`src/rtl/ula_pkg.sv`:
```
// Shared definitions for the ULA sequencer: opcodes, FIFO entry layout and
// the controller state encoding.
package ula_pkg;

  localparam logic [2:0] OP_SOMA  = 3'b000;
  localparam logic [2:0] OP_SUB   = 3'b001;
  localparam logic [2:0] OP_XOR   = 3'b010;
  localparam logic [2:0] OP_NOT   = 3'b011;
  localparam logic [2:0] OP_IGUAL = 3'b110;
  localparam logic [2:0] OP_DIFER = 3'b111;

  localparam int LARG_ENTRADA = 19;

  typedef struct packed {
    logic [2:0] opcode;
    logic [7:0] a;
    logic [7:0] b;
  } entrada_t;

  typedef enum logic [1:0] {
    OCIOSO,
    ESPERA,
    PRONTO
  } estado_t;

  // Opcodes 100 and 101 have no ULA implementation and bypass the wait.
  function automatic logic op_invalida(input logic [2:0] op);
    return (op == 3'b100) || (op == 3'b101);
  endfunction

endpackage

```
`src/rtl/ula_controlador_fila_instr.sv`:
```
// Synchronous FIFO holding queued ULA requests; pointers wrap modulo PROF,
// so PROF must be a power of two.
module fila_instr #(
  parameter int PROF = 4,
  parameter int LARG = 19
) (
  input  logic                     clk,
  input  logic                     rst,
  input  logic                     push,
  input  logic                     pop,
  input  logic [LARG-1:0]          dado_in,
  output logic [LARG-1:0]          dado_out,
  output logic                     cheia,
  output logic                     vazia,
  output logic [$clog2(PROF):0]    contagem
);

  localparam int PW = $clog2(PROF);
  localparam logic [PW:0]   CHEIO  = (PW + 1)'(PROF);
  localparam logic [PW:0]   CNT_UM = (PW + 1)'(1);
  localparam logic [PW-1:0] PTR_UM = PW'(1);

  logic [LARG-1:0] mem [PROF];
  logic [PW-1:0]   ptr_esc;
  logic [PW-1:0]   ptr_lei;
  logic            push_ok;
  logic            pop_ok;

  assign cheia    = (contagem == CHEIO);
  assign vazia    = (contagem == '0);
  assign push_ok  = push && !cheia;
  assign pop_ok   = pop && !vazia;
  assign dado_out = mem[ptr_lei];

  always_ff @(posedge clk) begin
    if (push_ok) begin
      mem[ptr_esc] <= dado_in;
    end
  end

  always_ff @(posedge clk) begin
    if (rst) begin
      ptr_esc  <= '0;
      ptr_lei  <= '0;
      contagem <= '0;
    end else begin
      if (push_ok) ptr_esc <= ptr_esc + PTR_UM;
      if (pop_ok)  ptr_lei <= ptr_lei + PTR_UM;
      case ({push_ok, pop_ok})
        2'b10:   contagem <= contagem + CNT_UM;
        2'b01:   contagem <= contagem - CNT_UM;
        default: contagem <= contagem;
      endcase
    end
  end

endmodule

```
`src/rtl/ula_controlador.sv`:
```
// Sequencer for the 8-bit ULA: queues requests, issues one at a time with
// operands held stable, and returns the captured result on a valid/ready port.
module ula_controlador
  import ula_pkg::*;
#(
  parameter int PROF     = 4,
  parameter int LATENCIA = 2
) (
  input  logic                   clk,
  input  logic                   rst,
  input  logic                   in_valid,
  output logic                   in_ready,
  input  logic [2:0]             in_opcode,
  input  logic [7:0]             in_a,
  input  logic [7:0]             in_b,
  output logic [7:0]             ula_a,
  output logic [7:0]             ula_b,
  output logic [2:0]             ula_opcode,
  input  logic [7:0]             ula_s,
  input  logic                   ula_flag,
  output logic                   out_valid,
  input  logic                   out_ready,
  output logic [7:0]             out_s,
  output logic                   out_flag,
  output logic [2:0]             out_opcode,
  output logic                   out_invalida,
  output logic [$clog2(PROF):0]  ocupacao
);

  localparam int CW = $clog2(LATENCIA + 1);
  localparam logic [CW-1:0] CNT_FIM = CW'(LATENCIA);
  localparam logic [CW-1:0] CNT_UM  = CW'(1);

  estado_t   estado;
  estado_t   prox;
  entrada_t  entrada_fila;
  entrada_t  cabeca;
  logic      cheia;
  logic      vazia;
  logic      emitir;
  logic      capturar;
  logic [CW-1:0] cnt;
  logic [2:0]    op_copia;

  assign entrada_fila = {in_opcode, in_a, in_b};
  assign in_ready     = !cheia;

  fila_instr #(
    .PROF (PROF),
    .LARG (LARG_ENTRADA)
  ) u_fila (
    .clk      (clk),
    .rst      (rst),
    .push     (in_valid),
    .pop      (emitir),
    .dado_in  (entrada_fila),
    .dado_out (cabeca),
    .cheia    (cheia),
    .vazia    (vazia),
    .contagem (ocupacao)
  );

  always_comb begin
    prox      = estado;
    emitir    = 1'b0;
    capturar  = 1'b0;
    out_valid = 1'b0;
    case (estado)
      OCIOSO: begin
        if (!vazia) begin
          emitir = 1'b1;
          prox   = op_invalida(cabeca.opcode) ? PRONTO : ESPERA;
        end
      end
      ESPERA: begin
        if (cnt == CNT_FIM) begin
          capturar = 1'b1;
          prox     = PRONTO;
        end
      end
      PRONTO: begin
        out_valid = 1'b1;
        if (out_ready) prox = OCIOSO;
      end
      default: prox = OCIOSO;
    endcase
  end

  // Operands stay registered from issue until the next issue, so the ULA's
  // combinational flag is still coherent while the result waits in PRONTO.
  always_ff @(posedge clk) begin
    if (rst) begin
      estado       <= OCIOSO;
      cnt          <= '0;
      op_copia     <= '0;
      ula_a        <= '0;
      ula_b        <= '0;
      ula_opcode   <= '0;
      out_s        <= '0;
      out_flag     <= 1'b0;
      out_opcode   <= '0;
      out_invalida <= 1'b0;
    end else begin
      estado <= prox;
      if (emitir) begin
        ula_a      <= cabeca.a;
        ula_b      <= cabeca.b;
        ula_opcode <= cabeca.opcode;
        op_copia   <= cabeca.opcode;
        cnt        <= '0;
        if (op_invalida(cabeca.opcode)) begin
          out_s        <= '0;
          out_flag     <= 1'b0;
          out_opcode   <= cabeca.opcode;
          out_invalida <= 1'b1;
        end
      end else if (capturar) begin
        out_s        <= ula_s;
        out_flag     <= ula_flag;
        out_opcode   <= op_copia;
        out_invalida <= 1'b0;
      end else if (estado == ESPERA) begin
        cnt <= cnt + CNT_UM;
      end
    end
  end

endmodule

```
`config.mk`:
```
export PLATFORM = sky130hd
export DESIGN_NAME = ula_controlador
export DESIGN_NICKNAME = d
export VERILOG_FILES = /design/src/rtl/ula_pkg.sv /design/src/rtl/ula_controlador_fila_instr.sv /design/src/rtl/ula_controlador.sv
export SDC_FILE = /design/constraint.sdc
export NUM_CORES = 1
export LEC_CHECK = 0
export ABC_AREA = 1
export ABC_CLOCK_PERIOD_IN_PS = 3000
export BUFFER_PORTS_ARGS = -buffer_cell sky130_fd_sc_hd__buf_2
export CAP_MARGIN = 30
export CORE_MARGIN = 3
export CORE_UTILIZATION = 45
export CTS_CLUSTER_DIAMETER = 200
export DETAILED_ROUTE_END_ITERATION = 6
export PLACE_DENSITY_LB_ADDON = 0.2
export SLEW_MARGIN = 20
export SYNTH_ARGS = -nofsm -noshare
export SYNTH_HDL_FRONTEND = slang
export SYNTH_HIERARCHICAL = 1
export SYNTH_SLANG_ARGS = --single-unit
export TNS_END_PERCENT = 100
```
`constraint.sdc`:
```
create_clock -name clk -period 3 [get_ports clk]
set_input_delay 0 -clock clk [delete_from_list [all_inputs] [get_ports clk]]
set_output_delay 0 -clock clk [all_outputs]
set_load 0.02 [all_outputs]
```
==> flow_metrics.tcl <==
set metrics [dict create \
    worstHoldPathType "input pin to register" \
    maxSlewHeadroom 0.668 \
    fmax_ghz 0.429 \
    power.share.clock 0.339 \
    cts_tree "yes" \
    drc 0 \
    synth_top_area_share 0.476 \
    clkTransAtPathRegs_ns 0.06 \
    grt-ovfl-total 0 \
    slew_viol_final 0 \
    synthTopCellsByArea "edfxtp_1 (48%), dfxtp_1 (19%), nor2_1 (7.0%)" \
    postSynthCellCount 450 \
    crit_path_start "u_fila/contagem[0]$_SDFFE_PP0P_" \
    crit_cells 16 \
    placed_cell_area_um2 5250 \
    die-area_um2 11900 \
    hold-worst-slack_ns 0.219 \
    clock_path_buffers 2 \
    p_per_area_nw_per_um2 920 \
    cts_sinks 121 \
    core.rowCount 37 \
    timing.critical_path.to "u_fila/contagem[2]$_SDFFE_PP0P_" \
    min_period_ns 2.33 \
    worst_path_max_delay_cell "fa_1" \
    switching_share 0.341 \
    cts-root-buf "clkbuf_8" \
    yosysTopAreaCell "edfxtp_1" \
    cp-start-kind "register" \
    clk_latency_ns 0.52 \
    die_h_um 109 \
    cp-end-kind "register" \
    required_ns 3.46 \
    first_global_vias 3368 \
    grt_usage 0.182 \
    period_share 0.778 \
    pwr-share-comb 0.275 \
    diodes 0 \
    viasPerCell 4.92 \
    cts_inserted_buffers 17 \
    p_int_mw 3.71 \
    design_area_um2 6120 \
    io_buffers 68 \
    hold_start "ula_s[0]" \
    rr_startpoint "u_fila/contagem[0]$_SDFFE_PP0P_" \
    fin_nets 599 \
    crit_path_frequent_cell "inv_1" \
    fp.dieW_um 109 \
    antenna_found_initial 0 \
    maxCapViolCount 0 \
    crit_chain "inv_1 -> nand3_1 -> inv_1 -> inv_1 -> nand2_4 -> inv_2 -> inv_1 -> nor2_1 -> ha_1 -> inv_1 -> fa_1 -> nand2_1 -> nand3_1 -> nand2_1 -> inv_1 -> nor2_1" \
    syn2layout_area_growth_pct 27.6 \
    fin_skew_ns 0.00800 \
    setup_tns_ns 0 \
    yosysSeqAreaShare 0.663 \
    power.switching_mw 1.92 \
    worstPathMaxFanout 22 \
    final_cells 709 \
    ios 69 \
    layout-drive-gt1-share 0.222 \
    start_util 0.463 \
    critPathMaxStageDelay_ns 0.38 \
    crit_type "register to register" \
    synth_seq_cells 121 \
    syn_area_um2 4800 \
    rrSetupSlack_ns 0.67 \
    hold_viol_final 0 \
    finalWeightedCongestion 0.825 \
    seq_power_share 0.386 \
    postCtsSetupBuffers 0 \
    h-tree-depth 4 \
    cts_resized 0 \
    firstDrtPassIters 4 \
    power_leakage_nw 2.57 \
    rsz0062_at_grt "no" \
    fillers 896 \
    worst_pin_slew_ns 0.498 \
    wl_per_cell_um 14.7 \
    drt_iter0_markers 168 \
    dp_hpwl_mm 6.44 \
    crit_buf_inv 7 \
    r2r-end "u_fila/contagem[2]$_SDFFE_PP0P_" \
    wl_mm 10.4 \
    coreArea_um2 10400 \
    setup_viol 0 \
    vias 3488 \
    crit_family "simple AND/OR/NAND/NOR gates" \
    synth.avg_cell_area_um2 10.7 \
    placedCellCount 646 \
    synth_warnings 6 \
    synth.net_count 489 \
    ir_drop_mv 0.414 \
    grt_max_degree 32 \
    rr_worst_depth 16 \
    grt_pass1_wl_mm 16.1 \
    status "complete, no violations" \
    ys_types 29 \
    drtAntennaViolNets 0 \
    arrival_ns 2.79 \
]
## sequential cells by signal (all words and copies together), names as in the netlist, named ones only
register,count
out_flag,1
u_fila/ptr_esc,2
out_opcode,3
out_invalida,1
ula_b,8
ula_a,8
u_fila/ptr_lei,2
estado,2
op_copia,3
u_fila/mem,76
cnt,2
u_fila/contagem,3
out_s,8
## Yosys cell counts
cell	n
a21oi_1	8
buf_1	1
buf_2	1
buf_4	3
buf_6	7
buf_8	1
clkbuf_1	3
clkbuf_2	1
dfxtp_1	45
edfxtp_1	76
fa_1	1
ha_1	6
inv_1	40
inv_2	3
nand2_1	50
nand2_4	1
nand3_1	25
nand3_4	1
nand3b_1	1
nand4_1	2
nor2_1	90
nor2_2	4
nor2_4	3
nor3_1	1
o21a_1	1
o21ai_0	44
o21ai_1	10
o21ai_2	2
o22ai_1	19
## cell type report
cell class | count | area, µm² | area share
sequential | 121 | 3180 | 0.520
clock buffer | 17 | 414 | 0.0676
tap | 136 | 170 | 0.0278
timing repair buffer | 108 | 718 | 0.117
clock inverter | 15 | 154 | 0.0251
inverter | 43 | 161 | 0.0264
multi-input combinational | 269 | 1320 | 0.216
## worst register-to-register path, stage by stage, from the launching register on
cell     delay [ns]
dfxtp_1        0.32
inv_1          0.09
nand3_1        0.19
inv_1          0.10
inv_1          0.17
nand2_4        0.20
inv_2          0.10
inv_1          0.04
nor2_1         0.09
ha_1           0.16
inv_1          0.06
fa_1           0.38
nand2_1        0.11
nand3_1        0.08
nand2_1        0.06
inv_1          0.03
nor2_1         0.09
## placed cells by master (no fill, tap or decap), types with 19 or more instances in the layout
cell	netlist	routed
o22ai_1	19	19
edfxtp_1	76	76
o21ai_0	44	44
dfxtp_1	45	45
buf_2	1	68
inv_1	40	40
nand2_1	50	50
nor2_1	90	86
dlygate4sd3_1	0	31
nand3_1	25	25
## power by group through the flow
stage | combinational, mW | clock (mW) | sequential (mW)
2_1_floorplan | 1.02 | 0 | 2.34
3_3_place_gp | 1.49 | 0 | 2.20
3_5_place_dp | 1.53 | 0 | 2.21
4_1_cts | 1.57 | 1.95 | 2.18
5_1_grt | 1.74 | 2.03 | 2.20
6_report | 1.55 | 1.91 | 2.17
## through the flow
step | utilization | setup WS, ns | power, mW
2_1_floorplan | - | 0.607 | 3.35
3_3_place_gp | 0.506 | 0.734 | 3.69
3_5_place_dp | 0.506 | 0.660 | 3.74
4_1_cts | 0.590 | 0.655 | 5.69
5_1_grt | 0.590 | 0.412 | 5.97
6_report | 0.590 | 0.666 | 5.63
## kinds of logic (layout without fill, tap and decap cells)
group           count (synthesis)  in the layout  synth area share
simple gates                  178            178             0.159
buf+inv                        60            183            0.0631
compound gates                 84             84            0.0947
fa+ha+maj                       7              7            0.0198
flops                         121            121             0.663
## metal layers
| metal | vias up | GRT usage | routed length, µm |
|---|---|---|---|
| met5 | - | 0 | 0 |
| met4 | 0 | 0.0686 | 87 |
| met3 | 9 | 0.0574 | 636 |
| met2 | 91 | 0.318 | 5240 |
| met1 | 1638 | 0.208 | 4430 |
| li1 | 1750 | - | - |
## worst min-delay path by stage
stage,endpoint,slack [ns],cells past startpoint
finish,out_s[0]$_SDFFE_PP0P_,0.22,4
global route,out_s[0]$_SDFFE_PP0P_,0.20,4
CTS,out_s[5]$_SDFFE_PP0P_,0.19,4
detailed placement,out_s[0]$_SDFFE_PP0P_,0.20,3
global placement,out_s[5]$_SDFFE_PP0P_,0.20,3
floorplan,op_copia[0]$_SDFFE_PP0P_,0.07,1
## what timing repair did
item | 4_1_cts | 5_1_grt
hold buffers | 31 | 0
endpoints found under the hold margin | 102 | 0
setup endpoints to repair | 0 | 0
(Power assumes the default switching activity.)
